File: config.mk
export PLATFORM = sky130hd
export DESIGN_NAME = axil_arbiter_2x1
export DESIGN_NICKNAME = d
export VERILOG_FILES = /design/src/rtl/axil_arbiter_2x1.sv
export SDC_FILE = /design/constraint.sdc
export NUM_CORES = 1
export LEC_CHECK = 0
export BUFFER_PORTS_ARGS = -buffer_cell sky130_fd_sc_hd__buf_2
export CORE_AREA = 2 2 180 182
export DETAILED_ROUTE_END_ITERATION = 8
export DIE_AREA = 0 0 182 184
export PLACE_DENSITY = 0.3
export SYNTH_ARGS = -nofsm -noshare
export SYNTH_HDL_FRONTEND = slang
export SYNTH_SLANG_ARGS = --single-unit
File: constraint.sdc
create_clock -name clk -period 3.8 [get_ports clk]
set_clock_uncertainty 0.1 [all_clocks]
set_input_delay 0.76 -clock clk [delete_from_list [all_inputs] [get_ports clk]]
set_output_delay 0.76 -clock clk [all_outputs]
set_load 0.01 [all_outputs]
File: src/rtl/axil_arbiter_2x1.sv
// ---------------------------------------------------------------------------
// axil_arbiter_2x1
// Two-master to one-slave AXI-Lite arbiter. Read and write channels are
// arbitrated independently with one outstanding transaction per channel.
// A grant is held from address acceptance until the response handshake.
//
// Build option:
//   AXIL_ARB_RR_EN  defined   -> round-robin priority per channel
//                   undefined -> fixed priority, s0 wins simultaneous requests
//
// Ports:
//   clk, rst             clock, asynchronous active-low reset
//   s0_* / s1_*          upstream AXI-Lite slave ports (aw, w, b, ar, r)
//   m_*                  downstream AXI-Lite master port (aw, w, b, ar, r)
// ---------------------------------------------------------------------------
module axil_arbiter_2x1 #(
    parameter int DATA_WIDTH = 32,
    parameter int ADDR_WIDTH = 32,
    parameter int STRB_WIDTH = DATA_WIDTH / 8
) (
    input  logic                  clk,
    input  logic                  rst,
    // master 0
    input  logic [ADDR_WIDTH-1:0] s0_awaddr,
    input  logic [2:0]            s0_awprot,
    input  logic                  s0_awvalid,
    output logic                  s0_awready,
    input  logic [DATA_WIDTH-1:0] s0_wdata,
    input  logic [STRB_WIDTH-1:0] s0_wstrb,
    input  logic                  s0_wvalid,
    output logic                  s0_wready,
    output logic [1:0]            s0_bresp,
    output logic                  s0_bvalid,
    input  logic                  s0_bready,
    input  logic [ADDR_WIDTH-1:0] s0_araddr,
    input  logic [2:0]            s0_arprot,
    input  logic                  s0_arvalid,
    output logic                  s0_arready,
    output logic [DATA_WIDTH-1:0] s0_rdata,
    output logic [1:0]            s0_rresp,
    output logic                  s0_rvalid,
    input  logic                  s0_rready,
    // master 1
    input  logic [ADDR_WIDTH-1:0] s1_awaddr,
    input  logic [2:0]            s1_awprot,
    input  logic                  s1_awvalid,
    output logic                  s1_awready,
    input  logic [DATA_WIDTH-1:0] s1_wdata,
    input  logic [STRB_WIDTH-1:0] s1_wstrb,
    input  logic                  s1_wvalid,
    output logic                  s1_wready,
    output logic [1:0]            s1_bresp,
    output logic                  s1_bvalid,
    input  logic                  s1_bready,
    input  logic [ADDR_WIDTH-1:0] s1_araddr,
    input  logic [2:0]            s1_arprot,
    input  logic                  s1_arvalid,
    output logic                  s1_arready,
    output logic [DATA_WIDTH-1:0] s1_rdata,
    output logic [1:0]            s1_rresp,
    output logic                  s1_rvalid,
    input  logic                  s1_rready,
    // downstream slave
    output logic [ADDR_WIDTH-1:0] m_awaddr,
    output logic [2:0]            m_awprot,
    output logic                  m_awvalid,
    input  logic                  m_awready,
    output logic [DATA_WIDTH-1:0] m_wdata,
    output logic [STRB_WIDTH-1:0] m_wstrb,
    output logic                  m_wvalid,
    input  logic                  m_wready,
    input  logic [1:0]            m_bresp,
    input  logic                  m_bvalid,
    output logic                  m_bready,
    output logic [ADDR_WIDTH-1:0] m_araddr,
    output logic [2:0]            m_arprot,
    output logic                  m_arvalid,
    input  logic                  m_arready,
    input  logic [DATA_WIDTH-1:0] m_rdata,
    input  logic [1:0]            m_rresp,
    input  logic                  m_rvalid,
    output logic                  m_rready
);

    typedef enum logic [1:0] {
        ST_IDLE,
        ST_ADDR,
        ST_RESP
    } state_t;

    // ---------------- write channel state ----------------
    state_t r_wstate, w_wstate_nxt;
    logic   r_wgrant;          // 0 = s0, 1 = s1
    logic   r_aw_done;
    logic   r_w_done;
    logic   w_wpick;
    logic   w_aw_hs, w_w_hs, w_b_hs;

    // ---------------- read channel state -----------------
    state_t r_rstate, w_rstate_nxt;
    logic   r_rgrant;
    logic   w_rpick;
    logic   w_ar_hs, w_r_hs;

    // Selected (granted) master's request/response-ready signals
    logic w_sel_awvalid, w_sel_wvalid, w_sel_bready;
    logic w_sel_arvalid, w_sel_rready;

    assign w_sel_awvalid = r_wgrant ? s1_awvalid : s0_awvalid;
    assign w_sel_wvalid  = r_wgrant ? s1_wvalid  : s0_wvalid;
    assign w_sel_bready  = r_wgrant ? s1_bready  : s0_bready;
    assign w_sel_arvalid = r_rgrant ? s1_arvalid : s0_arvalid;
    assign w_sel_rready  = r_rgrant ? s1_rready  : s0_rready;

    // Payload passes through untouched; valid qualifies it.
    assign m_awaddr = r_wgrant ? s1_awaddr : s0_awaddr;
    assign m_awprot = r_wgrant ? s1_awprot : s0_awprot;
    assign m_wdata  = r_wgrant ? s1_wdata  : s0_wdata;
    assign m_wstrb  = r_wgrant ? s1_wstrb  : s0_wstrb;
    assign m_araddr = r_rgrant ? s1_araddr : s0_araddr;
    assign m_arprot = r_rgrant ? s1_arprot : s0_arprot;

    assign s0_bresp = m_bresp;
    assign s1_bresp = m_bresp;
    assign s0_rdata = m_rdata;
    assign s1_rdata = m_rdata;
    assign s0_rresp = m_rresp;
    assign s1_rresp = m_rresp;

    // ---------------- arbitration ----------------
`ifdef AXIL_ARB_RR_EN
    logic r_wprio;  // master favoured on a tie
    logic r_rprio;

    assign w_wpick = (s0_awvalid && s1_awvalid) ? r_wprio : !s0_awvalid;
    assign w_rpick = (s0_arvalid && s1_arvalid) ? r_rprio : !s0_arvalid;

    always_ff @(posedge clk or negedge rst) begin
        if (!rst) begin
            r_wprio <= 1'b0;
            r_rprio <= 1'b0;
        end else begin
            if (w_b_hs) r_wprio <= !r_wgrant;
            if (w_r_hs) r_rprio <= !r_rgrant;
        end
    end
`else
    assign w_wpick = !s0_awvalid;
    assign w_rpick = !s0_arvalid;
`endif

    // ---------------- write FSM ----------------
    always_ff @(posedge clk or negedge rst) begin
        if (!rst) begin
            r_wstate  <= ST_IDLE;
            r_wgrant  <= 1'b0;
            r_aw_done <= 1'b0;
            r_w_done  <= 1'b0;
        end else begin
            r_wstate <= w_wstate_nxt;
            case (r_wstate)
                ST_IDLE: if (s0_awvalid || s1_awvalid) r_wgrant <= w_wpick;
                ST_ADDR: begin
                    if (w_aw_hs) r_aw_done <= 1'b1;
                    if (w_w_hs)  r_w_done  <= 1'b1;
                end
                ST_RESP: if (w_b_hs) begin
                    r_aw_done <= 1'b0;
                    r_w_done  <= 1'b0;
                end
                default: ;
            endcase
        end
    end

    always_comb begin
        w_wstate_nxt = r_wstate;
        m_awvalid    = 1'b0;
        m_wvalid     = 1'b0;
        m_bready     = 1'b0;
        s0_awready   = 1'b0;
        s1_awready   = 1'b0;
        s0_wready    = 1'b0;
        s1_wready    = 1'b0;
        s0_bvalid    = 1'b0;
        s1_bvalid    = 1'b0;
        w_aw_hs      = 1'b0;
        w_w_hs       = 1'b0;
        w_b_hs       = 1'b0;
        case (r_wstate)
            ST_IDLE: if (s0_awvalid || s1_awvalid) w_wstate_nxt = ST_ADDR;
            ST_ADDR: begin
                // A completed sub-channel stops driving valid while the other finishes.
                m_awvalid  = w_sel_awvalid && !r_aw_done;
                m_wvalid   = w_sel_wvalid  && !r_w_done;
                s0_awready = !r_wgrant && !r_aw_done && m_awready;
                s1_awready =  r_wgrant && !r_aw_done && m_awready;
                s0_wready  = !r_wgrant && !r_w_done  && m_wready;
                s1_wready  =  r_wgrant && !r_w_done  && m_wready;
                w_aw_hs    = m_awvalid && m_awready;
                w_w_hs     = m_wvalid  && m_wready;
                if ((r_aw_done || w_aw_hs) && (r_w_done || w_w_hs))
                    w_wstate_nxt = ST_RESP;
            end
            ST_RESP: begin
                m_bready  = w_sel_bready;
                s0_bvalid = !r_wgrant && m_bvalid;
                s1_bvalid =  r_wgrant && m_bvalid;
                w_b_hs    = m_bvalid && m_bready;
                if (w_b_hs) w_wstate_nxt = ST_IDLE;
            end
            default: w_wstate_nxt = ST_IDLE;
        endcase
    end

    // ---------------- read FSM ----------------
    always_ff @(posedge clk or negedge rst) begin
        if (!rst) begin
            r_rstate <= ST_IDLE;
            r_rgrant <= 1'b0;
        end else begin
            r_rstate <= w_rstate_nxt;
            if (r_rstate == ST_IDLE && (s0_arvalid || s1_arvalid))
                r_rgrant <= w_rpick;
        end
    end

    always_comb begin
        w_rstate_nxt = r_rstate;
        m_arvalid    = 1'b0;
        m_rready     = 1'b0;
        s0_arready   = 1'b0;
        s1_arready   = 1'b0;
        s0_rvalid    = 1'b0;
        s1_rvalid    = 1'b0;
        w_ar_hs      = 1'b0;
        w_r_hs       = 1'b0;
        case (r_rstate)
            ST_IDLE: if (s0_arvalid || s1_arvalid) w_rstate_nxt = ST_ADDR;
            ST_ADDR: begin
                m_arvalid  = w_sel_arvalid;
                s0_arready = !r_rgrant && m_arready;
                s1_arready =  r_rgrant && m_arready;
                w_ar_hs    = m_arvalid && m_arready;
                if (w_ar_hs) w_rstate_nxt = ST_RESP;
            end
            ST_RESP: begin
                m_rready  = w_sel_rready;
                s0_rvalid = !r_rgrant && m_rvalid;
                s1_rvalid =  r_rgrant && m_rvalid;
                w_r_hs    = m_rvalid && m_rready;
                if (w_r_hs) w_rstate_nxt = ST_IDLE;
            end
            default: w_rstate_nxt = ST_IDLE;
        endcase
    end

endmodule

==> results.sh <==
export IMPL_cts_root_buf="clkbuf_16"
export IMPL_tns_ns=0
export IMPL_hpwl_um=14700
export IMPL_wl_per_cell_um=17.2
export IMPL_cts_sinks=8
export IMPL_crit_required_ns=2.94
export IMPL_clockBufferDepth=2
export IMPL_cts_htree_levels=1
export IMPL_ys_ff_latch=8
export IMPL_ant_nets=0
export IMPL_netlist_area_um2=2390
export IMPL_synth_edff_count=0
export IMPL_status="finished, final reports clean"
export IMPL_grt_antenna_before_repair=4
export IMPL_cp_arrival_ns=1.93
export IMPL_grt_use_total_pct=8.65
export IMPL_seq_area_frac_synth_pct=8.39
export IMPL_grt_max_degree=54
export IMPL_insertion_delay_ns=0.23
export IMPL_clk_pin_slew_ns=0.04
export IMPL_drv_cap=0
export IMPL_grt_overflow=0
export IMPL_cts_hold_buf=0
export IMPL_synth_common_cells="106 x mux2_2, 73 x buf_4, 11 x buf_2"
export IMPL_max_freq_mhz=358
export IMPL_synth_area_leaders="mux2_2 50%, buf_4 23%, dfrtp_1 8.4%, buf_2 2.3%, nor2b_1 1.6%"
export IMPL_period_share_pct=73.5
export IMPL_min_path_type="input port to async pin"
export IMPL_die_y_um=184
export IMPL_syn_inst=257
export IMPL_peakVddDrop_mv=0.241
export IMPL_synthArstFlopShare_pct=100
export IMPL_ys_flop_type="dfrtp_1"
export IMPL_fin_util_pct=13.1
export IMPL_antenna_diode_count=0
export IMPL_cts_tree="built"
export IMPL_yosys_area_top_type_share_pct=50.0
export IMPL_cp_start_kind="flop"
export IMPL_critPathCaptureType="primary output"
export IMPL_r2r_slack_ns=1.67
export IMPL_cts_resized=0
export IMPL_drc=0
export IMPL_portBuffers=349
export IMPL_area_growth_pct=72.6
export IMPL_synth_fp_nets=522
export IMPL_grt_pass1_vias=3016
export IMPL_slew_headroom_pct=62.9
export IMPL_grt_pass1_wl_um=20600
export IMPL_drt_total_wl_um=15900
export IMPL_core_area_um2=31400
export IMPL_fin_nets=792
export IMPL_tightestPinTransition_ns=0.555
export IMPL_die_w_um=182
export IMPL_rsz0062_at_grt="false"
export IMPL_critPathKind="flop to primary output"
export IMPL_initial_utilization_pct=7.60
export IMPL_ys_warn_count=0
export IMPL_leakage_nw=2.10
export IMPL_power_density_nw_per_um2=504
export IMPL_numCtsBuffers=3
export IMPL_timing_hold_violations_final=0
export IMPL_synth_top_area_cell="mux2_2"
export IMPL_yosysMostFrequentCell="mux2_2"
export IMPL_place_congestion=0.736
export IMPL_vias=2945
export IMPL_ys_types=28
export IMPL_vias_per_cell=3.17
export IMPL_maxSlewViolCount=0
export IMPL_period_minus_slack_ns=2.79
export IMPL_path_max_fanout=53
export IMPL_num_rows=65
export IMPL_fin_cells=928
export IMPL_drt_initial_drc_count=54
export IMPL_dp_cells=924
export IMPL_setup_viol=0
export IMPL_postCtsSetupRepairBufs=0
export IMPL_first_pass_iters=4
export IMPL_synth_avg_cell_area_um2=9.29
export IMPL_ioPinCount=458
export IMPL_die_area_um2=33500
export IMPL_drive_above_1_share_pct=88.4
## where the power goes
| group | internal (W) | switching [W] |
|---|---|---|
| registers | 0.000127 | 0.000118 |
| logic | 0.000873 | 0.000773 |
| clock network | 0.000140 | 0.0000445 |
| total | 0.00114 | 0.000935 |
## cells by family after synthesis
group,synth area share [%]
buf+inv,26.5
flops,8.39
compound gates,3.62
simple gates,8.96
mux,52.5
## worst max-delay path: stages, from the launching register on
cell and delay, ns:
dfrtp_4 0.72, buf_12 0.31, mux2_4 0.35, and2_1 0.15, buf_2 0.14
## per-stage QoR
stage                     total power, W  area [um2]  worst slack [ns]  hold WS [ns]
after global routing             0.00223        4120             0.894         0.285
after global placement           0.00195        4040              1.20         0.401
after CTS                        0.00213        4120             0.921         0.276
after floorplan                  0.00136        2390              1.75         0.364
after detailed placement         0.00193        4040              1.18         0.398
final                            0.00208        4120              1.01         0.267
## metal layers
| metal | wire length, um | vias to the layer above | track usage [%] |
|---|---|---|---|
| met5 | 0 | - | 0 |
| met4 | 107 | 0 | 0.613 |
| met3 | 1390 | 16 | 2.00 |
| met2 | 8930 | 287 | 18.8 |
| met1 | 5500 | 1266 | 8.41 |
| li1 | - | 1376 | - |
## layout by cell type, fill, tap and decap left out
cell type / synthesis / final
and2_1: 2 / 2
a21oi_2: 1 / 1
dfrtp_4: 0 / 1
buf_12: 0 / 1
a211oi_1: 1 / 1
o2bb2ai_1: 1 / 1
and4_1: 1 / 1
clkbuf_1: 0 / 1
nor3b_1: 5 / 5
o311a_1: 1 / 1
nor3_1: 2 / 2
mux2_4: 2 / 2
and4b_1: 1 / 1
or2_2: 1 / 1
mux2i_1: 3 / 3
o22ai_1: 2 / 2
mux2_2: 106 / 106
and3_1: 3 / 3
nor2b_1: 6 / 6
or3_1: 1 / 1
and3b_1: 1 / 1
buf_2: 11 / 349
clkbuf_16: 0 / 3
inv_1: 2 / 2
a31oi_1: 3 / 3
nand2b_1: 2 / 2
nand2_1: 3 / 3
buf_4: 73 / 1
dfrtp_1: 8 / 7
nor2_1: 9 / 9
a21oi_1: 4 / 4
## registers in the layout, indices dropped and copies added (netlist names)
register,flops
r_rstate,2
r_wstate,2
r_w_done,1
r_rgrant,1
r_wgrant,1
r_aw_done,1
## path summary, 6_finish.rpt
check	start	to	cells past startpoint
worst min register to register	r_rstate[1]	r_rstate[0]	1
worst max-delay path	r_wgrant	m_wvalid	4
worst max register to register	r_wgrant	r_w_done	4
min in group clk	r_rstate[1]	r_rstate[0]	1
max in group asynchronous	rst	r_wgrant	1
worst min-delay path	rst	r_rgrant	1
## area by class of cell
type	count	area (um2)
fillers	3674	27300
repair buffers	351	1770
multi-input cells	161	1550
well taps	402	503
flip-flops and latches	8	204
clock buffers	4	78.8
inverters	2	7.51
(Power assumes the default switching activity.)
